--- src/rtl/cpu_pkg.sv ---
// Shared CPU front-end types: fetch FSM states and the fetch buffer entry.
// Width matches program_counter so {pc, instr} pairs stay aligned.
package cpu_pkg;
   localparam int WIDTH     = 32;
   localparam int BUF_DEPTH = 2;

   typedef enum logic {
      FETCH_REQ,
      FETCH_WAIT
   } fetch_state_t;

   typedef struct packed {
      logic [WIDTH-1:0] pc;
      logic [WIDTH-1:0] instr;
   } fetch_entry_t;
endpackage

--- src/rtl/instruction_fetch_if.sv ---
// Fetch stage bus: imem request/response channel plus the decode-side output.
// master = fetch stage, slave = memory/decode side.
interface instruction_fetch_if #(
   parameter int WIDTH = cpu_pkg::WIDTH
);
   logic             imem_req_valid;
   logic             imem_req_ready;
   logic [WIDTH-1:0] imem_req_addr;
   logic             imem_rsp_valid;
   logic [WIDTH-1:0] imem_rsp_data;
   logic             out_valid;
   logic             out_ready;
   logic [WIDTH-1:0] out_instr;
   logic [WIDTH-1:0] out_pc;

   modport master (
      output imem_req_valid, imem_req_addr,
      output out_valid, out_instr, out_pc,
      input  imem_req_ready, imem_rsp_valid,
      input  imem_rsp_data, out_ready
   );

   modport slave (
      input  imem_req_valid, imem_req_addr,
      input  out_valid, out_instr, out_pc,
      output imem_req_ready, imem_rsp_valid,
      output imem_rsp_data, out_ready
   );
endinterface

--- src/rtl/fetch_fifo.sv ---
// Small synchronous FIFO of fetched {pc, instr} entries with flush.
// Head is read straight from the storage registers.
module fetch_fifo
   import cpu_pkg::*;
#(
   parameter int DEPTH = 2
) (
   input  logic                     clk,
   input  logic                     rst,
   input  logic                     flush,
   input  logic                     push,
   input  fetch_entry_t             din,
   input  logic                     pop,
   output fetch_entry_t             head,
   output logic [$clog2(DEPTH):0]   count,
   output logic                     full,
   output logic                     empty
);
   localparam int PW = $clog2(DEPTH);
   localparam logic [PW:0] FULL_CNT = (PW+1)'(DEPTH);

   fetch_entry_t    mem_q [DEPTH];
   logic [PW-1:0]   wr_ptr_q, wr_ptr_d;
   logic [PW-1:0]   rd_ptr_q, rd_ptr_d;
   logic [PW:0]     count_q, count_d;
   logic            do_push, do_pop;

   assign empty   = (count_q == '0);
   assign full    = (count_q == FULL_CNT);
   assign count   = count_q;
   assign head    = mem_q[rd_ptr_q];
   assign do_pop  = pop && !empty;
   assign do_push = push && (!full || do_pop);

   always_comb begin
      wr_ptr_d = wr_ptr_q;
      rd_ptr_d = rd_ptr_q;
      count_d  = count_q;
      if (do_push) wr_ptr_d = wr_ptr_q + 1'b1;
      if (do_pop)  rd_ptr_d = rd_ptr_q + 1'b1;
      unique case ({do_push, do_pop})
         2'b10:   count_d = count_q + 1'b1;
         2'b01:   count_d = count_q - 1'b1;
         default: count_d = count_q;
      endcase
      if (flush) begin
         wr_ptr_d = '0;
         rd_ptr_d = '0;
         count_d  = '0;
      end
   end

   always_ff @(posedge clk) begin
      if (rst) begin
         wr_ptr_q <= '0;
         rd_ptr_q <= '0;
         count_q  <= '0;
      end else begin
         wr_ptr_q <= wr_ptr_d;
         rd_ptr_q <= rd_ptr_d;
         count_q  <= count_d;
      end
   end

   always_ff @(posedge clk) begin
      if (rst) begin
         for (int i = 0; i < DEPTH; i++) mem_q[i] <= '0;
      end else if (do_push && !flush) begin
         mem_q[wr_ptr_q] <= din;
      end
   end
endmodule

--- src/rtl/instruction_fetch.sv ---
// Fetch stage: one outstanding imem read, credit-checked against the
// fetch buffer, with redirect flush and late-response discard.
module instruction_fetch #(
   parameter int WIDTH     = cpu_pkg::WIDTH,
   parameter int BUF_DEPTH = cpu_pkg::BUF_DEPTH
) (
   input  logic                clk,
   input  logic                rst,
   input  logic [WIDTH-1:0]    pc_address,
   output logic                pc_advance,
   input  logic                redirect,
   instruction_fetch_if.master bus
);
   import cpu_pkg::*;

   localparam int CW = $clog2(BUF_DEPTH) + 1;

   fetch_state_t     state_q, state_d;
   logic             discard_q, discard_d;
   logic [WIDTH-1:0] req_pc_q, req_pc_d;
   logic             hold_q;

   logic             hold;
   logic             credit;
   logic             req_valid;
   logic             req_fire;
   logic             rsp_in;
   logic             wait_flush;
   logic             push, pop;
   fetch_entry_t     din, head;
   logic [CW-1:0]    count;
   logic             full, empty;

   // Outputs stay quiet through the cycle following reset.
   assign hold       = rst || hold_q;
   assign pop        = !empty && bus.out_ready && !redirect && !hold;
   assign credit     = !full || pop;
   assign req_valid  = (state_q == FETCH_REQ) && !redirect
                       && credit && !hold;
   assign req_fire   = req_valid && bus.imem_req_ready;
   assign rsp_in     = (state_q == FETCH_WAIT) && bus.imem_rsp_valid;
   assign wait_flush = (state_q == FETCH_WAIT) && !bus.imem_rsp_valid
                       && redirect;
   assign push       = rsp_in && !discard_q && !redirect;
   assign din        = '{pc: req_pc_q, instr: bus.imem_rsp_data};

   always_comb begin
      state_d   = state_q;
      discard_d = discard_q;
      req_pc_d  = req_pc_q;
      unique case (1'b1)
         req_fire: begin
            state_d  = FETCH_WAIT;
            req_pc_d = pc_address;
         end
         rsp_in: begin
            state_d   = FETCH_REQ;
            discard_d = 1'b0;
         end
         wait_flush: discard_d = 1'b1;
         default: ;
      endcase
   end

   always_ff @(posedge clk) begin
      if (rst) begin
         state_q   <= FETCH_REQ;
         discard_q <= 1'b0;
         req_pc_q  <= '0;
         hold_q    <= 1'b1;
      end else begin
         state_q   <= state_d;
         discard_q <= discard_d;
         req_pc_q  <= req_pc_d;
         hold_q    <= 1'b0;
      end
   end

   fetch_fifo #(
      .DEPTH (BUF_DEPTH)
   ) u_fifo (
      .clk   (clk),
      .rst   (rst),
      .flush (redirect),
      .push  (push),
      .din   (din),
      .pop   (pop),
      .head  (head),
      .count (count),
      .full  (full),
      .empty (empty)
   );

   assign pc_advance         = req_fire;
   assign bus.imem_req_valid = req_valid;
   assign bus.imem_req_addr  = hold ? '0 : pc_address;
   assign bus.out_valid      = (count != '0) && !hold;
   assign bus.out_pc         = hold ? '0 : head.pc;
   assign bus.out_instr      = hold ? '0 : head.instr;
endmodule
--- src/flat_wrapper.sv ---
// flat-port wrapper written by rule: the top's interface ports become plain ports
module instruction_fetch_flat import cpu_pkg::*;
#(
   parameter int WIDTH     = cpu_pkg::WIDTH,
   parameter int BUF_DEPTH = cpu_pkg::BUF_DEPTH
)
  (clk, rst, pc_address, pc_advance, redirect, bus_imem_req_valid, bus_imem_req_addr, bus_out_valid, bus_out_instr, bus_out_pc, bus_imem_req_ready, bus_imem_rsp_valid, bus_imem_rsp_data, bus_out_ready);
  instruction_fetch_if #(.WIDTH(WIDTH)) bus_i ();
  input  logic clk;
  input  logic rst;
  input  logic [WIDTH-1:0] pc_address;
  output logic pc_advance;
  input  logic redirect;
  output wire logic [$bits(bus_i.imem_req_valid)-1:0] bus_imem_req_valid;
  output wire logic [$bits(bus_i.imem_req_addr)-1:0] bus_imem_req_addr;
  output wire logic [$bits(bus_i.out_valid)-1:0] bus_out_valid;
  output wire logic [$bits(bus_i.out_instr)-1:0] bus_out_instr;
  output wire logic [$bits(bus_i.out_pc)-1:0] bus_out_pc;
  input wire logic [$bits(bus_i.imem_req_ready)-1:0] bus_imem_req_ready;
  input wire logic [$bits(bus_i.imem_rsp_valid)-1:0] bus_imem_rsp_valid;
  input wire logic [$bits(bus_i.imem_rsp_data)-1:0] bus_imem_rsp_data;
  input wire logic [$bits(bus_i.out_ready)-1:0] bus_out_ready;
  assign bus_imem_req_valid = bus_i.imem_req_valid;
  assign bus_imem_req_addr = bus_i.imem_req_addr;
  assign bus_out_valid = bus_i.out_valid;
  assign bus_out_instr = bus_i.out_instr;
  assign bus_out_pc = bus_i.out_pc;
  assign bus_i.imem_req_ready = bus_imem_req_ready;
  assign bus_i.imem_rsp_valid = bus_imem_rsp_valid;
  assign bus_i.imem_rsp_data = bus_imem_rsp_data;
  assign bus_i.out_ready = bus_out_ready;
  instruction_fetch #(.WIDTH(WIDTH), .BUF_DEPTH(BUF_DEPTH)) u_core (.clk(clk), .rst(rst), .pc_address(pc_address), .pc_advance(pc_advance), .redirect(redirect), .bus(bus_i));
endmodule
--- config.mk ---
export PLATFORM = sky130hd
export DESIGN_NAME = instruction_fetch_flat
export DESIGN_NICKNAME = d
export VERILOG_FILES = /design/src/rtl/cpu_pkg.sv /design/src/rtl/instruction_fetch_if.sv /design/src/rtl/fetch_fifo.sv /design/src/rtl/instruction_fetch.sv /design/src/flat_wrapper.sv
export SDC_FILE = /design/constraint.sdc
export NUM_CORES = 1
export LEC_CHECK = 0
export CORE_ASPECT_RATIO = 2
export CORE_MARGIN = 2
export CORE_UTILIZATION = 55
export CTS_BUF_LIST = sky130_fd_sc_hd__clkbuf_4
export CTS_CLUSTER_DIAMETER = 100
export DETAILED_ROUTE_END_ITERATION = 8
export PLACE_DENSITY = 0.84
export SLEW_MARGIN = 20
export SYNTH_ARGS = -nofsm -noshare
export SYNTH_HDL_FRONTEND = slang
export SYNTH_SLANG_ARGS = --single-unit
--- constraint.sdc ---
create_clock -name clk -period 8.7 [get_ports clk]
set_input_delay 1.305 -clock clk [delete_from_list [all_inputs] [get_ports clk]]
set_output_delay 1.305 -clock clk [all_outputs]
set_load 0.005 [all_outputs]
==> summary.md, run 1 <==
| Metric | Value |
|---|---|
| Setup WS post-layout | `a little under 4 ns` |
| Num rows | `60` |
| GRT Total Usage | `0.2204` |
| Cts hold-fix bufs | `0` |
| Via/cell ratio | `5.301` |
| Worst slew pin tran | `~0.96 ns` |
| CP max FO | `58` |
| WHS Path Cells | `2` |
| Clk pin slew, worst setup/hold paths | `~0.12 ns` |
| Nets | `830` |
| Pwr per Cell Area | `approximately 150 mW/mm2` |
| Synth Register Bits | `roughly 170` |
| Biggest area consumer among synthesized cells | `edfxtp_1` |
| Mapped Cells | `~600` |
| Core footprint | `0.01344 mm2` |
| Die ar. | `approximately 0.015 mm2` |
| Die Height | `between 150 and 200 um` |
| Worst Setup End Kind | `output pin` |
| Largest net degree at the start of global routing | `66` |
| Synthesis Warnings | `0` |
| Post-synth EDFFs | `128` |
| Setup violators final | `0` |
| Top_reg_cell synth | `edfxtp_1` |
| Worst R2R Start | `u_core.hold_q` |
| Post-synth top area share | `0.5072` |
| Total design power | `0.001443 W` |
| Min-delay src | `u_core.req_pc_q[31]` |
| Post-synth ARST share | `0` |
| Clk Latency, worst-skew pair | `0.55 ns` |
| # resized after CTS | `0` |
| Post-synthesis sequential area ratio | `0.6128` |
| Num CTS Buffers | `17` |
| Starting Density | `0.5640` |
| Slew Viols, Final | `0` |
| Min cycle time layout | `slightly below 5 ns` |
| Synth Area per Inst | `approximately 13 um2` |
| I/O Buffers | `168` |
| Worst Path Arrival | `3.52 ns` |
| Clock sinks | `about 170` |
| Gp weighted congestion | `roughly 0.77` |
| Die W | `~87 um` |
| Slew margin rel. | `0.3597` |
| Number of DRC markers in iteration 0 | `260` |
| Max-cap violations | `0` |
| Initial antenna violation count | `1` |
| Area grow syn2layout | `26.91%` |
| Fin Setup TNS | `0 ns` |
| Residual DRC | `0` |
| Reg2Reg Depth | `4` |
| Crit path launch type | `input port` |
| Worst r2r dst | `u_core.u_fifo.mem_q[0][60]` |
| First-pass DRT Iterations | `4` |
| Internal reg-to-reg setup slack | `between 6 and 7 ns` |
| Cells after DPL | `between 800 and 900` |
| DRT Wirelength | `approximately 16,000 um` |
| Unrepaired setup endpoints after global routing | `no` |
| WL met2 | `slightly above 9000 um` |
| Status | `complete, no violations` |
| Synth unique cells | `37` |
| Final Hold Viols | `0` |
| Commonest cells post-synth | `160 x and2_1, 128 x edfxtp_1, 69 x nor2_1, 64 x mux2i_1, 40 x dfxtp_1` |
| Crit path required time | `about 7.4 ns` |
| Setup bufs post-CTS | `0` |
| Htree depth | `4` |
| Syn Std Cell Area | `~0.0076 mm2` |
| Fin Clk Skew | `0.02392 ns` |
| Global-route wire length before repair | `around 25,000 um` |
| Highest metal used | `met4` |
| CTS tree | `built` |
| Fin crit share | `0.5548` |
| DRT antenna net count | `0` |
| WS Path Type | `in -> out` |
| Post-DP HPWL | `~11,000 um` |
| I/O pin count | `between 150 and 200` |
| Via count | `slightly below 5,000` |
| Pre-CTS WS | `about 3.8 ns` |
| Share of cells above drive strength 1 | `0.1010` |
| Met3 routed WL | `approximately 530 um` |
| Root Driver | `clkbuf_4` |
| Routed len/inst | `17.07 um` |
| Count leader, synth | `and2_1` |
| F_max | `207.2 MHz` |
| Via count of the first global-routing pass | `5,294` |
| Post-route insts no fill | `between 900 and 1,000` |
| Maximum vdd drop | `91.50 uV` |
| Pleak | `3.427 nW` |
| Ranking of synthesized cells by area | `edfxtp_1 51%, and2_1 13%, dfxtp_1 11%, mux2i_1 8.5%, mux2_2 4.3%` |
| Max clock buf depth | `2` |
| Worst hold path class | `reg -> reg` |
| M1 WL | `~5700 um` |
| Total gr overflow | `0` |
| Syn Nets | `approximately 670` |
| Hold EP | `u_core.req_pc_q[31]` |
==> placed cells by master (no fill, tap or decap), types with 3 or more instances in the layout <==
| cell type | count |
|---|---|
| clkdlybuf4s50_1 | 167 |
| and2_1 | 160 |
| edfxtp_1 | 128 |
| nor2_1 | 68 |
| mux2i_1 | 64 |
| dfxtp_1 | 39 |
| nor2b_1 | 30 |
| mux2_2 | 29 |
| clkbuf_4 | 17 |
| a21oi_1 | 9 |
| inv_6 | 6 |
| buf_4 | 6 |
| inv_1 | 4 |
| o31ai_1 | 4 |
| or2_2 | 3 |
| nand4_1 | 3 |
| clkinv_4 | 3 |
==> how the worst max path moves through the flow <==
stage               from                         to  slack (ns)  cells past startpoint
floorplan            rst  u_core.u_fifo.mem_q[0][0]        4.91                      3
global placement     rst              bus_out_pc[6]        3.89                      5
detailed placement   rst              bus_out_pc[7]        3.81                      5
CTS                  rst              bus_out_pc[7]        3.81                      5
global route         rst              bus_out_pc[6]        3.65                      5
finish               rst              bus_out_pc[7]        3.87                      5
==> cell type report <==
| class | instances | area [um2] |
|---|---|---|
| antenna | 1 | 2.502 |
| clock buffer | 17 | 127.6 |
| clock inverter | 15 | 140.1 |
| fill | 935 | 3820 |
| inverter | 4 | 15.01 |
| multi-input combinational | 393 | 2741 |
| sequential | 168 | 4648 |
| tap | 155 | 193.9 |
| timing repair buffer | 175 | 1749 |
==> through the flow <==
step / area, um2 / hold WS, ns / util
2_1_floorplan: 7579 / 0.4521 / -
3_5_place_dp: 9320 / 0.4909 / 0.6936
4_1_cts: 9588 / 0.5110 / 0.7135
3_3_place_gp: 9320 / 0.4730 / 0.6936
6_report: 9618 / 0.5117 / 0.7157
5_1_grt: 9618 / 0.5408 / 0.7157
==> critical path, stage by stage <==
cell	delay, ns
buf_2	0.65
or2_2	0.36
buf_4	0.54
nor2_1	0.17
clkdlybuf4s50_1	0.48
==> metal layers <==
layer | GRT usage | vias up
met5 | 0 | -
met4 | 0.08899 | 0
met3 | 0.03686 | 27
met2 | 0.4228 | 138
met1 | 0.2277 | 2370
li1 | - | 2384
==> state kept, by name (all words and copies together), names as in the netlist, named ones only <==
register                flops
u_core.u_fifo.rd_ptr_q      1
u_core.u_fifo.wr_ptr_q      1
u_core.u_fifo.mem_q       128
u_core.req_pc_q            32
u_core.u_fifo.count         2
u_core.state_q              1
u_core.hold_q               1
u_core.discard_q            1
==> report_power, final <==
group	internal (W)	switching, W
Clock	0.000148	0.000277
Sequential	0.000886	0.00000965
Combinational	0.0000687	0.0000530
Total	0.00110	0.000340
==> logic make-up after synthesis <==
family                   share of synthesized area
flip-flops                                  0.6128
XOR/XNOR                                  0.002312
multiplexers                                0.1276
buffers and inverters                      0.02773
AO/OA/AOI/OAI                              0.02014
adder cells (fa/ha/maj)                   0.001651
AND/OR/NAND/NOR                             0.2077
Power figures use the tool's default switching activity.
==> run 2, diff against run 1 <==
--- a/config.mk
+++ b/config.mk
@@ -7,11 +7,11 @@
 export LEC_CHECK = 0
 export CORE_ASPECT_RATIO = 2
 export CORE_MARGIN = 2
-export CORE_UTILIZATION = 55
+export CORE_UTILIZATION = 47
 export CTS_BUF_LIST = sky130_fd_sc_hd__clkbuf_4
 export CTS_CLUSTER_DIAMETER = 100
 export DETAILED_ROUTE_END_ITERATION = 8
-export PLACE_DENSITY = 0.84
+export PLACE_DENSITY = 0.76
 export SLEW_MARGIN = 20
 export SYNTH_ARGS = -nofsm -noshare
 export SYNTH_HDL_FRONTEND = slang
==> constraint.sdc (replaced) <==
create_clock -name clk -period 4.21 [get_ports clk]
set_input_delay 0.6315 -clock clk [delete_from_list [all_inputs] [get_ports clk]]
set_output_delay 0.6315 -clock clk [all_outputs]
set_load 0.005 [all_outputs]
==> summary.md, run 2 (same netlist as run 1, synthesis figures left out) <==
| Metric | Value |
|---|---|
| Largest net degree at the start of global routing | `between 60 and 70` |
| Post-route insts no fill | `975` |
| Via count of the first global-routing pass | `roughly 5,200` |
| Crit path max-delay family | `flip-flops` |
| Cts hold-fix bufs | `0` |
| Slew margin rel. | `0.3908` |
| Sequential Area | `0.004648 mm2` |
| CTS tree | `built` |
| Pleak | `between 3 and 4 nW` |
| Die Height | `between 150 and 200 um` |
| Core footprint | `approximately 0.016 mm2` |
| Setup violators final | `0` |
| Worst hold slack | `0.4096 ns` |
| Status | `complete, no violations` |
| Die ar. | `roughly 0.017 mm2` |
| Max-cap violations | `0` |
| Fin Clk Skew | `approximately 0.014 ns` |
| GRT Total Usage | `0.1875` |
| Max clock buf depth | `2` |
| Fill count | `around 1,300` |
| Pwr per Cell Area | `just over 300 mW/mm2` |
| Clk Latency, worst-skew pair | `around 0.53 ns` |
| Crit path launch type | `flop` |
| Htree depth | `4` |
| F_max | `299.8 MHz` |
| Share of cells above drive strength 1 | `0.1048` |
| Fin area | `between 0.009 and 0.01 mm2` |
| Worst Setup End Kind | `output pin` |
| Top reg by flops | `u_core.u_fifo.mem_q` |
| Total gr overflow | `0` |
| DRT Wirelength | `around 16,000 um` |
| Worst slew pin tran | `slightly above 0.9 ns` |
| DRT antenna net count | `0` |
| Crit path buffers/inverters | `2` |
| WS Path Type | `reg -> out` |
| Fin crit share | `0.7924` |
| Root Driver | `clkbuf_4` |
| Starting Density | `0.4803` |
| Clock sinks | `168` |
| Crit-path max cell delay | `roughly 0.98 ns` |
| Routed len/inst | `16.25 um` |
| I/O pin count | `between 150 and 200` |
| First-pass DRT Iterations | `4` |
| Max reg flops | `128` |
| Area of the multi-input gates | `about 0.0027 mm2` |
| Area grow syn2layout | `28.02%` |
| I/O Buffers | `168` |
| Gp weighted congestion | `between 0.7 and 0.8` |
| Setup bufs post-CTS | `0` |
| CP Cell Sequence | `buf_4 > mux2i_1 > nor2_1 > clkdlybuf4s50_1` |
| Initial antenna violation count | `1` |
| Crit path required time | `roughly 3.6 ns` |
| Commonest non-fill, non-tap cell in the layout | `clkdlybuf4s50_1` |
| Via/cell ratio | `5.007` |
| Die W | `93.79 um` |
| Residual DRC | `0` |
| Num rows | `65` |
| Final Hold Viols | `0` |
| Number of DRC markers in iteration 0 | `between 100 and 150` |
| Maximum vdd drop | `212.8 uV` |
| Post-DP HPWL | `roughly 11,000 um` |
| Crit-path slowest cell | `dfxtp_4` |
| Unrepaired setup endpoints after global routing | `no` |
| Min cycle time layout | `3.336 ns` |
| Worst Path Arrival | `between 2 and 3 ns` |
| Nets | `approximately 830` |
| Via count | `between 4,000 and 5,000` |
| Num CTS Buffers | `17` |
| Cells after DPL | `around 940` |
| Slew Viols, Final | `0` |
| Clk pin slew, worst setup/hold paths | `between 0.1 and 0.15 ns` |
| Pre-CTS WS | `between 1 and 1.5 ns` |
| Setup WS post-layout | `0.8740 ns` |
| CP max FO | `between 50 and 60` |
| Area after DPL | `~0.0094 mm2` |
| Fin Setup TNS | `0 ns` |
| Global-route wire length before repair | `around 25,000 um` |
| Commonest non-fill, non-tap cells in the layout | `167 x clkdlybuf4s50_1, 160 x and2_1, 128 x edfxtp_1` |
| Worst hold path class | `in -> reg` |
| # resized after CTS | `0` |
run 2: changes by cell type in the layout (fill, tap and decap cells not counted), sizes merged:
| cell | previous run | this run |
|---|---|---|
| buf | 8 | 9 |
| clkinv | 6 | 5 |
| clkinvlp | 1 | 3 |
| inv | 11 | 10 |
run 2: path summary, 6_finish.rpt:
kind,endpoint,from,cells after the start,slack [ns]
max,bus_out_instr[31],flop,4,0.87
max reg2reg,u_core.u_fifo.mem_q[0][52],u_core.hold_q,4,1.86
min,u_core.hold_q,rst,1,0.41
min reg2reg,u_core.req_pc_q[31],u_core.req_pc_q[31],2,0.50
run 2: worst register-to-register path, cell delays in order (launching register included):
cell	delay, ns
dfxtp_1	0.38
or3b_4	0.43
a21oi_1	0.30
a21o_2	0.58
buf_12	0.33
run 2: layout make-up:
class	instances	share of cell area
clock buffer	17	0.01315
multi-input combinational	393	0.2826
inverter	4	0.001548
timing repair buffer	176	0.1829
clock inverter	15	0.01457
tap	201	0.02592
antenna	1	0.0002579
sequential	168	0.4791
run 2: power breakdown:
part	switching (W)	internal, W
sequential	0.0000200	0.00183
clock	0.000570	0.000305
combinational	0.000109	0.000147
total	0.000699	0.00228
run 2: stage by stage:
stage | utilization | total power (W)
finish | 0.6149 | 0.002981
global route | 0.6149 | 0.003086
CTS | 0.6148 | 0.003012
detailed placement | 0.5977 | 0.002148
global placement | 0.5977 | 0.002140
floorplan | - | 0.001978
run 2: layer usage:
layer,wire length (um),part of all wire,global-route usage,up-vias
met5,0,0,0,-
met4,276,0.017,0.06957,0
met3,557,0.035,0.03116,18
met2,9312,0.59,0.3749,127
met1,5693,0.36,0.1846,2348
li1,-,-,-,2389
==> run 3, diff against run 2 <==
==> constraint.sdc (replaced) <==
create_clock -name clk -period 2.8 [get_ports clk]
set_input_delay 0.42 -clock clk [delete_from_list [all_inputs] [get_ports clk]]
set_output_delay 0.42 -clock clk [all_outputs]
set_load 0.005 [all_outputs]
==> summary.md, run 3 (same netlist as run 1, synthesis figures left out) <==
| Metric | Value |
|---|---|
| Worst hold slack | `approximately 0.10 ns` |
| Pleak | `3.533 nW` |
| Sw Ratio | `0.2347` |
| Min cycle time layout | `about 2.7 ns` |
| Final Hold Viols | `0` |
| Initial antenna violation count | `1` |
| Via count | `4,967` |
| Global-route wire length before repair | `24,990 um` |
| Unrepaired setup endpoints after global routing | `no` |
| WHS Path Cells | `2` |
| Clk Latency, worst-skew pair | `0.53 ns` |
| Clk network pwr share | `0.299` |
| CTS tree | `built` |
| Slew Viols, Final | `0` |
| Root Driver | `clkbuf_4` |
| Crit path required time | `2.38 ns` |
| CP Cell Sequence | `buf_12 > mux2i_1 > nor2_1 > clkdlybuf4s50_1` |
| Fin Setup TNS | `0 ns` |
| Commonest non-fill, non-tap cells in the layout | `167 x clkdlybuf4s50_1, 160 x and2_1, 128 x edfxtp_1` |
| Num rows | `65` |
| Fin crit share | `0.9523` |
| Clk pin slew, worst setup/hold paths | `~0.14 ns` |
| Die W | `93.79 um` |
| Combinational Power Share | `0.088` |
| Flop pwr share | `0.612` |
| Max-cap violations | `0` |
| Commonest non-fill, non-tap cell in the layout | `clkdlybuf4s50_1` |
| Area of the multi-input gates | `around 0.0027 mm2` |
| Routed len/inst | `between 15 and 20 um` |
| Share of cells above drive strength 1 | `0.1183` |
| First-pass DRT Iterations | `4` |
| Post-DP HPWL | `11,050 um` |
| Sequential Area | `~0.0046 mm2` |
| Maximum vdd drop | `278.1 uV` |
| Worst Path Arrival | `roughly 2.3 ns` |
| Clock sinks | `168` |
| Starting Density | `0.4803` |
| F_max | `between 300 and 400 MHz` |
| P_int | `between 0.003 and 0.004 W` |
| Setup violators final | `0` |
| Number of DRC markers in iteration 0 | `between 150 and 200` |
| Area grow syn2layout | `30.21%` |
| Status | `complete, no violations` |
| Crit-path max cell delay | `between 0.5 and 0.6 ns` |
| Crit path launch type | `flop` |
| Largest net degree at the start of global routing | `between 50 and 60` |
| Max clock buf depth | `2` |
| Die Height | `around 180 um` |
| Cts hold-fix bufs | `0` |
| Worst slew pin tran | `~0.52 ns` |
| CP max FO | `29` |
| Via count of the first global-routing pass | `roughly 5,200` |
| Top reg by flops | `u_core.u_fifo.mem_q` |
| Fin Clk Skew | `0.02593 ns` |
| Reg2Reg Depth | `6` |
| Total gr overflow | `0` |
| DRT antenna net count | `0` |
| Via/cell ratio | `5.027` |
| Num CTS Buffers | `17` |
| Fill count | `roughly 1,300` |
| WS Path Type | `reg -> out` |
| Net load switching power | `between 0.001 and 0.0015 W` |
| Residual DRC | `0` |
| GRT Total Usage | `0.1887` |
| Nets | `844` |
| I/O pin count | `between 150 and 200` |
| Gp weighted congestion | `about 0.75` |
| Pwr per Cell Area | `around 460 mW/mm2` |
| Die ar. | `between 0.015 and 0.02 mm2` |
| Worst hold path class | `in -> reg` |
| Max reg flops | `around 130` |
| Htree depth | `4` |
| Slew margin rel. | `0.6542` |
| DRT Wirelength | `~16,000 um` |
| I/O Buffers | `roughly 170` |
| Crit-path slowest cell | `clkdlybuf4s50_1` |
| Worst Setup End Kind | `output pin` |
| Core footprint | `about 0.016 mm2` |
==> run 3: cell types whose count changed in the layout (fill, tap and decap cells not counted), moves of 2 or more <==
cell,delta
buf_6,+2
clkbuf_4,+2
buf_4,+7
inv_8,+2
clkinvlp_4,-3
buf_12,+4
clkinv_2,-2
==> run 3: critical path, delay by kind of cell (launching register included) <==
family	cells	cell delay [ns]
simple gates	1	0.23
mux	1	0.11
flops	1	0.55
buf+inv	2	0.84
==> run 3: worst paths after layout <==
kind                               start                endpoint  slack [ns]
setup / recovery                    flop           bus_out_pc[1]        0.13
hold / removal                       rst        u_core.discard_q        0.10
setup reg to reg           u_core.hold_q  u_core.u_fifo.count[1]        0.75
hold reg to reg   u_core.u_fifo.rd_ptr_q  u_core.u_fifo.rd_ptr_q        0.50
==> run 3: repair_timing <==
action | CTS | global route
setup buffers | 0 | 0
gates resized for setup | 1 | 2
endpoints found under the setup margin | 32 | 3
==> run 3: metrics by stage <==
| stage | area [um2] | setup slack, ns | utilization | total power, W | instances |
|---|---|---|---|---|---|
| CTS | 9858 | 0.07264 | 0.6248 | 0.004583 | 987 |
| global placement | 9578 | 0.2576 | 0.6071 | 0.003229 | 955 |
| floorplan | 7581 | 0.4418 | - | 0.002973 | 603 |
| finish | 9868 | 0.1334 | 0.6255 | 0.004544 | 988 |
| global route | 9868 | 0.02940 | 0.6255 | 0.004712 | 988 |
| detailed placement | 9578 | 0.1696 | 0.6071 | 0.003243 | 955 |
==> run 3: layout make-up <==
type,instances,share of cell area
Clock buffer,19,0.01445
Inverter,4,0.001521
Multi-Input combinational cell,393,0.2781
Antenna cell,1,0.0002536
Sequential cell,168,0.4710
Tap cell,201,0.02548
Timing Repair Buffer,189,0.1955
Clock inverter,13,0.01369
==> run 3: metal layers <==
layer,GRT usage,vias to the layer above,wire (um)
met4,0.07942,0,497
li1,-,2412,-
met2,0.3626,136,9033
met3,0.03567,27,594
met5,0,-,0
met1,0.1926,2392,5906
==> run 3: power by group through the flow <==
stage / clock network [W] / logic, W / registers [W]
after floorplan: 0 / 0.000142 / 0.00283
after global placement: 0 / 0.000398 / 0.00283
after detailed placement: 0 / 0.000405 / 0.00284
after CTS: 0.00139 / 0.000408 / 0.00278
after global routing: 0.00149 / 0.000434 / 0.00279
final: 0.00136 / 0.000402 / 0.00278
==> patch: new RTL, config.mk and constraints of run 2 <==
`WIDTH`: 32 -> 48.
--- a/src/rtl/cpu_pkg.sv
+++ b/src/rtl/cpu_pkg.sv
@@ -2,5 +2,5 @@
 // Width matches program_counter so {pc, instr} pairs stay aligned.
 package cpu_pkg;
-   localparam int WIDTH     = 32;
+   localparam int WIDTH     = 48;
    localparam int BUF_DEPTH = 2;
 
Interface: changed (5 resized); port bits go from 169 to 249. No check against the original RTL was run, so the function may have changed too.
==> patch against run 2 <==
- critical path depth did not move
- synthesized cell count rose by 45%
- largest power group unchanged
- total power rose by 65%
- largest cell class unchanged
- worst setup slack got worse by 110 ps
- the flow now finishes with violations (DRC)
- cell area rose by 50%
- combinational power rose by 49%
- clock power rose by 110%
- sequential cell count rose by 80
- routed wire length rose by 58%
- non-clock buffer count rose by 85
- synthesized area rose by 47%
==> patch: results (changes against run 2) <==
STA
  • Worst slew pin tran: 910.2 ps (-3.613 ps)
  • Clk_skew: 19.67 ps (+6.052 ps)

Hold path
  • Hold/Removal Path Class: reg -> reg
  • Hold path start: u_core.u_fifo.rd_ptr_q$_SDFFE_PP0P_
  • Hold Crit Depth: 2 (+1)

Routing
  • Met2 wire length: 13850 um (+49%)
  • DR WL met3: 1263 um (+130%)
  • Metal-1 WL: 8938 um (+57%)
  • Via Count: 7252 (+49%)
  • Starting DRT DRC Count: 320 (+130%)
  • DRC: 14 (+14)
  • DRT Wirelength: 25030 um (+58%)
  • Initial DRT Pass Iterations: 7 (+3)

Yosys
  • Top cells by area, synth: edfxtp_1 52%, and2_1 14%, dfxtp_1 10%
  • Distinct cells, synth: 33 (-11%)
  • Syn Inst Count: 874 (+45%)
  • Most instantiated cells after synthesis: 241 x and2_1, 192 x edfxtp_1, 100 x nor2_1

Global routing
  • Met2 Use GR: 36.82% (-0.66 points)
  • Tot GR Track Use: 19.82% (+1.1 points)
  • Met3 Use GR: 2.652% (-0.46 points)
  • Vias in the first global route: 7455 (+43%)
  • Largest net degree at the start of global routing: 98 (+48%)
  • GRT met1 Usage: 21.92% (+3.5 points)

Layout
  • Nets: 1234 (+48%)
  • Sequential Area: 0.006890 mm2 (+48%)
  • Max FFs per register: 192 (+50%)
  • Layout cell share with drive strength beyond 1: 13.92% (+3.4 points)

Power
  • Max IR drop VDD: 184.9 uV (-13%)
  • P_sw: 1.054 mW (+51%)
  • Lkg Pwr: 5.286 nW (+54%)

Placed design
  • Hpwl dp: 16060 um (+49%)
  • DP Area: 0.01383 mm2 (+47%)
  • GPL Wtd Cong: 0.7528 (-0.78%)
  • Placed Cells incl. Taps: 1359 (+44%)

Outcome
  • Outcome: finished with violations
  • Failing checks: DRC

Clocking
  • Max H-tree Level: 2 (-2)
  • Clk_lat worst skew: 650 ps (+120 ps)
  • Reg clk slew, reported paths: 70 ps (-60 ps)

Setup path
  • CP Data Arrival Time: 2810 ps (+110 ps)
  • Worst setup path endpoint: bus_out_pc[7]
  • R2r setup slk: 1740 ps (-120 ps)
-- patch: logic make-up after synthesis --
kind of cell             synth area share [%]
AND/OR/NAND/NOR                         20.48
flip-flops                              61.80
multiplexers                            13.47
buffers and inverters                   2.830
AO/OA/AOI/OAI                           1.145
XOR/XNOR                               0.1572
adder cells (fa/ha/maj)                0.1123
-- patch: layout make-up --
cell class	count	share of cell area, %
flip-flops and latches	248	47.43
multi-input cells	564	27.30
clock buffers	89	4.599
repair buffers	261	17.98
diodes	1	0.01723
inverters	3	0.07751
well taps	283	2.437
clock inverters	6	0.1550
-- patch: critical path: stages (launching register included) --
cell and delay [ps]:
dfxtp_1 410, or2_4 620, buf_4 500, nor2_1 110
clkdlybuf4s50_1 480
-- patch: stage by stage --
step	hold WS [ps]	worst slack [ps]
5_1_grt	539.7	566.0
2_1_floorplan	462.8	413.5
3_5_place_dp	487.7	917.9
6_report	498.3	765.9
4_1_cts	501.9	681.5
3_3_place_gp	459.3	976.7
